File: src/rtl/onehot_pulse_decoder.sv
// Decodes an encoded index (plus NONE flag) back to a one-hot line held for HOLD cycles,
// followed by a GAP-cycle idle gap. Optional malformed-input checking via DEC_ERR_CHECK_EN.
module onehot_pulse_decoder #(
    parameter int W    = 3,
    parameter int HOLD = 4,
    parameter int GAP  = 1
) (
    input  logic                clk,
    input  logic                rst_n,
    input  logic                in_valid,
    output logic                in_ready,
    input  logic [W-1:0]        in_idx,
    input  logic                in_none,
    output logic [(1<<W)-1:0]   out_onehot,
    output logic                out_active,
    output logic                done
`ifdef DEC_ERR_CHECK_EN
   ,output logic                err,
    output logic [7:0]          err_cnt
`endif
);

    localparam int N         = 1 << W;
    localparam int MAXC      = (HOLD > GAP) ? HOLD : GAP;
    localparam int CW        = $clog2(MAXC + 1);
    localparam int HOLD_LOAD = HOLD - 1;
    localparam int GAP_LOAD  = (GAP > 0) ? GAP - 1 : 0;

    typedef enum logic [1:0] {
        ST_IDLE,
        ST_HOLD,
        ST_GAP
    } state_t;

    state_t          state_q, state_d;
    logic [CW-1:0]   cnt_q, cnt_d;
    logic [W-1:0]    idx_q, idx_d;
    logic [N-1:0]    onehot_d;
    logic            active_d;
    logic            done_d;
    logic            accept;

    assign in_ready = (state_q == ST_IDLE);
    assign accept   = in_valid && in_ready;

    always_ff @(posedge clk) begin
        if (!rst_n) begin
            state_q    <= ST_IDLE;
            cnt_q      <= '0;
            idx_q      <= '0;
            out_onehot <= '0;
            out_active <= 1'b0;
            done       <= 1'b0;
        end else begin
            state_q    <= state_d;
            cnt_q      <= cnt_d;
            idx_q      <= idx_d;
            out_onehot <= onehot_d;
            out_active <= active_d;
            done       <= done_d;
        end
    end

    // Counter reaching zero marks the last cycle of the current HOLD or GAP phase.
    always_comb begin
        state_d = state_q;
        cnt_d   = cnt_q;
        idx_d   = idx_q;
        case (state_q)
            ST_IDLE: begin
                if (accept && !in_none) begin
                    state_d = ST_HOLD;
                    cnt_d   = CW'(HOLD_LOAD);
                    idx_d   = in_idx;
                end
            end
            ST_HOLD: begin
                if (cnt_q == '0) begin
                    if (GAP > 0) begin
                        state_d = ST_GAP;
                        cnt_d   = CW'(GAP_LOAD);
                    end else begin
                        state_d = ST_IDLE;
                    end
                end else begin
                    cnt_d = cnt_q - 1'b1;
                end
            end
            ST_GAP: begin
                if (cnt_q == '0) begin
                    state_d = ST_IDLE;
                end else begin
                    cnt_d = cnt_q - 1'b1;
                end
            end
            default: begin
                state_d = ST_IDLE;
                cnt_d   = '0;
            end
        endcase
    end

    // Next values of the registered outputs; the pulse drops on the same edge done rises.
    always_comb begin
        onehot_d = '0;
        active_d = 1'b0;
        done_d   = 1'b0;
        case (state_q)
            ST_IDLE: begin
                if (accept && !in_none) begin
                    onehot_d = N'(1) << in_idx;
                    active_d = 1'b1;
                end else if (accept && in_none) begin
                    done_d = 1'b1;
                end
            end
            ST_HOLD: begin
                if (cnt_q == '0) begin
                    done_d = 1'b1;
                end else begin
                    onehot_d = N'(1) << idx_q;
                    active_d = 1'b1;
                end
            end
            default: begin
                onehot_d = '0;
            end
        endcase
    end

`ifdef DEC_ERR_CHECK_EN
    logic malformed;

    // The encoder always drives a zero index alongside NONE, so anything else is flagged.
    assign malformed = accept && in_none && (in_idx != '0);

    always_ff @(posedge clk) begin
        if (!rst_n) begin
            err     <= 1'b0;
            err_cnt <= 8'd0;
        end else if (malformed) begin
            err <= 1'b1;
            if (err_cnt != 8'hFF) begin
                err_cnt <= err_cnt + 8'd1;
            end
        end
    end
`endif

endmodule

File: config.mk
export PLATFORM = sky130hd
export DESIGN_NAME = onehot_pulse_decoder
export DESIGN_NICKNAME = d
export VERILOG_FILES = /design/src/rtl/onehot_pulse_decoder.sv
export SDC_FILE = /design/constraint.sdc
export NUM_CORES = 1
export LEC_CHECK = 0
export CAP_MARGIN = 10
export CORE_AREA = 2 2 48 83
export DETAILED_ROUTE_END_ITERATION = 8
export DIE_AREA = 0 0 50 85
export SYNTH_ARGS = -nofsm -noshare
export SYNTH_HDL_FRONTEND = slang
export SYNTH_SLANG_ARGS = --single-unit
export TNS_END_PERCENT = 10
File: constraint.sdc
create_clock -name clk -period 2.1 [get_ports clk]
set_clock_uncertainty 0.1 [all_clocks]
set_input_delay 0.63 -clock clk [delete_from_list [all_inputs] [get_ports clk]]
set_output_delay 0.63 -clock clk [all_outputs]
set_load 0.05 [all_outputs]
# Word-level counts from Yosys, hierarchy flattened
# Index checks and enable logic that the tools add are counted.
dict set report totals {
  in_bits 7
  word_cells 42
  ff_bits 18
}
dict set report classes {
  n_mux 18
  n_shift 2
  reduce_logical 9
  n_addsub 1
  n_eq_ne 6
}
# op count
set ops {}
lappend ops {{$mux 8} 2}
lappend ops {{$pmux 8 s2} 1}
lappend ops {{$shl 1x3->8 const A} 2}
lappend ops {{$mux 3} 3}
lappend ops {{$pmux 3 s3} 1}
lappend ops {{$mux 2} 3}
lappend ops {{$ne 2x2->1 const B} 3}
lappend ops {{$pmux 2 s3} 1}
lappend ops {{$mux 1} 5}
lappend ops {{$pmux 1 s2} 2}
lappend ops {{$reduce_and 2->1} 2}
lappend ops {{$logic_and 1x1->1} 3}
lappend ops {{$logic_not 3->1} 1}
lappend ops {{$reduce_and 3->1} 1}
lappend ops {{$sub 3x1->3 const B} 1}
lappend ops {{$eq 2x1->1 const B} 1}
lappend ops {{$eq 2x2->1 const B} 1}
lappend ops {{$logic_not 2->1} 1}
lappend ops {{$ne 2x1->1 const B} 1}
lappend ops {{$logic_not 1->1} 1}

# Logic depth before layout (Yosys ltp)
dict set report logic_depth {
  ltp_word 6
  mapped_depth 6
  mapped_depth_nobuf 6
}

# Least setup slack after synthesis
# OpenSTA, ideal clock, no wires.
dict set report synth_path {
  kind {register to output}
  from {reg state_q[0]}
  to {out in_ready}
  path_slack_ns 0.266
  t_required_ns 1.370
  stages_incl_launch_ff 3
  path_buffers 1
  t_arrival_ns 1.104
  cell_sequence {dfxtp_1 -> buf_6 -> nor2_1}
}
dict set report synth_via {
  elab_chain_len 1
}
# item line
set synth_lines {}
lappend synth_lines {{start, declared} 35} ;# state_t state_q, state_d;
lappend synth_lines {{start signal, assigned} 55} ;# state_q <= state_d;
lappend synth_lines {{$logic_not 2->1} 43} ;# assign in_ready = (state_q == ST_IDLE);
lappend synth_lines {{end, declared} 11} ;# output logic in_ready,
# No other way between the ends.

# Worst setup path in the final report
dict set report layout_path {
  from {reg state_q[1]}
  to {out in_ready}
}
# Same word-level chain as after synthesis.

==> run metrics <==
Leak=around 0.43 nW; multi-input logic area=~450 um^2; clk buf depth=2; HP Class=flip-flop to flip-flop; wire length per cell=around 11 um; Core Box Area=around 0.0036 mm^2; first-pass GRT wire length=between 3000 and 4000 um; fill count=383; worst path bufs/invs=1; WP data arrival=between 1000 and 1500 ps; vias=approximately 760; CP max stage cell=dfxtp_1; die area=between 0.004 and 0.005 mm^2; Reg area=between 300 and 400 um^2; root buf cell=clkbuf_8; final instance area=~0.0011 mm^2; delay-heaviest family, CP=flip-flops; Synth Area per Inst=8.86 um^2; Clock Sinks=18; Via-to-Cell Ratio=approximately 4.7; RR Startpoint=cnt_q[0]$_SDFFE_PN0P_; Final min period=between 1500 and 2000 ps; Worst Min Path Start=cnt_q[1]$_SDFFE_PN0P_; Syn Nets=approximately 110; worst setup path class=flip-flop to output pin; R2R Setup Slk=~310 ps; initial antenna violation count=0; Worst-path clk slew=~60 ps; n_diodes=0; Die H=85 um; io pins=18; synthesized area=851 um^2; Fin. Hold Viols=0; Total GRT Usage=0.0962; largest net degree at the start of global routing=12; Unique masters post-synth=28; CP Max Fanout=10; share of cells above drive strength 1=0.181; fin nets=~130; TritonCTS Buffers=3; Setup Viol. Count Final=0; max-slew violation total from the final report=0; post-CTS sizing=0; commonest non-fill, non-tap cell in the layout=dfxtp_1; initial core utilization=0.237; period utilization=0.886; CTS tree=yes; CP endpoint kind=output pin; number of global-route vias before repair=approximately 720; Startpoint Class=flip-flop; status=completed; routability cong.=a little under 0.8; grt ovf=0; maximum VDD drop=0.000236 V; DP Wirelength=1450 um; crit-path cells=nor2_1 > buf_12; Post-Syn Instances=between 90 and 100; Initial DRC Count=29; Setup Fix Bufs, Post-CTS=0; power per cell area=between 700 and 800 mW/mm^2; H-tree Lvls=1; f_max=roughly 540 MHz; Setup TNS Final=0 ps; r2r worst-path depth=6; WP data required=approximately 1400 ps; sequential-to-total area share from yosys stat=0.424; CP peak stage delay=410 ps; Clock Latency Late Sink=between 200 and 250 ps; Yosys warnings=0; headroom to the max-slew limit=0.677; Area after DPL=about 0.0011 mm^2; Pre-Repair DR Iteration Count=4; worst slew pin tran=just under 500 ps; Die X=50 um; worst hold path cell count=2; Worst Hold Path EP=cnt_q[1]$_SDFFE_PN0P_; Critical R2R Capture=out_onehot[6]$_SDFF_PN0_; RSZ-0062 raised after global routing=false; Hold-fix buffers, CTS=0; FP Rows=29; DRC=0; port bufs=17; total of max-cap violations=0; FF+latch count, synth=18; Antenna Nets Post-Route=0; WL final=1840 um; most frequent cells in the layout=dfxtp_1 (18), nor2_1 (17), buf_4 (13); area delta synth->final=29.4%
-- through the flow --
stage / hold slack, ps / power (W) / setup WS, ps / cells / utilization
6_report: 415 / 0.000788 / 240 / 162 / 0.307
5_1_grt: 456 / 0.000834 / 122 / 162 / 0.307
4_1_cts: 410 / 0.000796 / 245 / 162 / 0.307
3_5_place_dp: 397 / 0.000564 / 18.7 / 159 / 0.295
3_3_place_gp: 378 / 0.000559 / 36.2 / 159 / 0.295
2_1_floorplan: 368 / 0.000505 / 266 / 96 / -
-- synth_stat cells --
| master | number | share of area |
|---|---|---|
| a32oi_1 | 3 | 0.031 |
| ha_1 | 2 | 0.029 |
| and2b_1 | 1 | 0.0088 |
| mux2i_1 | 4 | 0.047 |
| nor4b_4 | 1 | 0.028 |
| and2_1 | 1 | 0.0074 |
| a31oi_1 | 1 | 0.0074 |
| a211oi_1 | 1 | 0.0088 |
| clkbuf_1 | 1 | 0.0044 |
| dfxtp_1 | 18 | 0.42 |
| nand2_1 | 1 | 0.0044 |
| nor2b_1 | 5 | 0.037 |
| a22oi_1 | 3 | 0.026 |
| nand3_1 | 5 | 0.029 |
| nand4_1 | 1 | 0.0074 |
| o21ai_0 | 1 | 0.0059 |
| a21oi_1 | 6 | 0.035 |
| nand2b_1 | 5 | 0.037 |
| o2bb2ai_1 | 1 | 0.010 |
| inv_1 | 5 | 0.022 |
| o21a_1 | 1 | 0.0088 |
| o31ai_1 | 1 | 0.0088 |
| nor2_1 | 17 | 0.075 |
| nor3_1 | 5 | 0.029 |
| a21oi_2 | 2 | 0.021 |
| a2111oi_0 | 1 | 0.010 |
| and2_4 | 1 | 0.010 |
| buf_6 | 2 | 0.026 |
-- sequential cells by signal, indices dropped and copies added (netlist names) --
register	flops
cnt_q	3
done	1
idx_q	3
out_active	1
out_onehot	8
state_q	2
-- worst max-delay path by stage --
| stage | startpoint | end | depth (start not counted) |
|---|---|---|---|
| detailed placement | in_none | out_onehot[6]$_SDFF_PN0_ | 5 |
| CTS | state_q[1]$_SDFFE_PN0P_ | in_ready | 2 |
| global placement | in_none | out_onehot[6]$_SDFF_PN0_ | 5 |
| global route | cnt_q[0]$_SDFFE_PN0P_ | out_onehot[6]$_SDFF_PN0_ | 6 |
| floorplan | state_q[0]$_SDFFE_PN0P_ | in_ready | 2 |
| finish | state_q[1]$_SDFFE_PN0P_ | in_ready | 2 |
-- where the power goes --
part           leakage (nW)  internal, W  switching, W
clock                0.0216     0.000127      0.000104
sequential            0.147     0.000359     0.0000154
combinational         0.260    0.0000730      0.000110
total                 0.428     0.000559      0.000229
-- per-layer routing --
metal	wire, um	track usage	part of all wire
met5	0	0	0
met3	93	0.0282	0.051
met4	44	0.0530	0.024
met2	991	0.172	0.54
met1	709	0.0960	0.39
-- layout make-up --
cell class / instances / share of cell area
multi-input cells: 70 / 0.405
inverters: 5 / 0.0170
flip-flops and latches: 18 / 0.327
repair buffers: 20 / 0.161
clock buffers: 3 / 0.0375
well taps: 46 / 0.0523
-- worst register-to-register path, stage by stage (launching register included) --
cell     delay (ps)
dfxtp_1         350
inv_1           100
ha_1            230
nor2b_1         200
nor3_1          440
nand3_1         160
a21oi_2         150
-- logic make-up (layout without fill, tap and decap cells) --
kind of cell | count (synthesis) | after routing | synth area share
compound gates | 21 | 21 | 0.174
fa+ha+maj | 2 | 2 | 0.0294
buf+inv | 8 | 28 | 0.0529
flops | 18 | 18 | 0.424
mux | 4 | 4 | 0.0471
simple gates | 43 | 43 | 0.274
No activity file was read; power rests on OpenSTA's default activity.
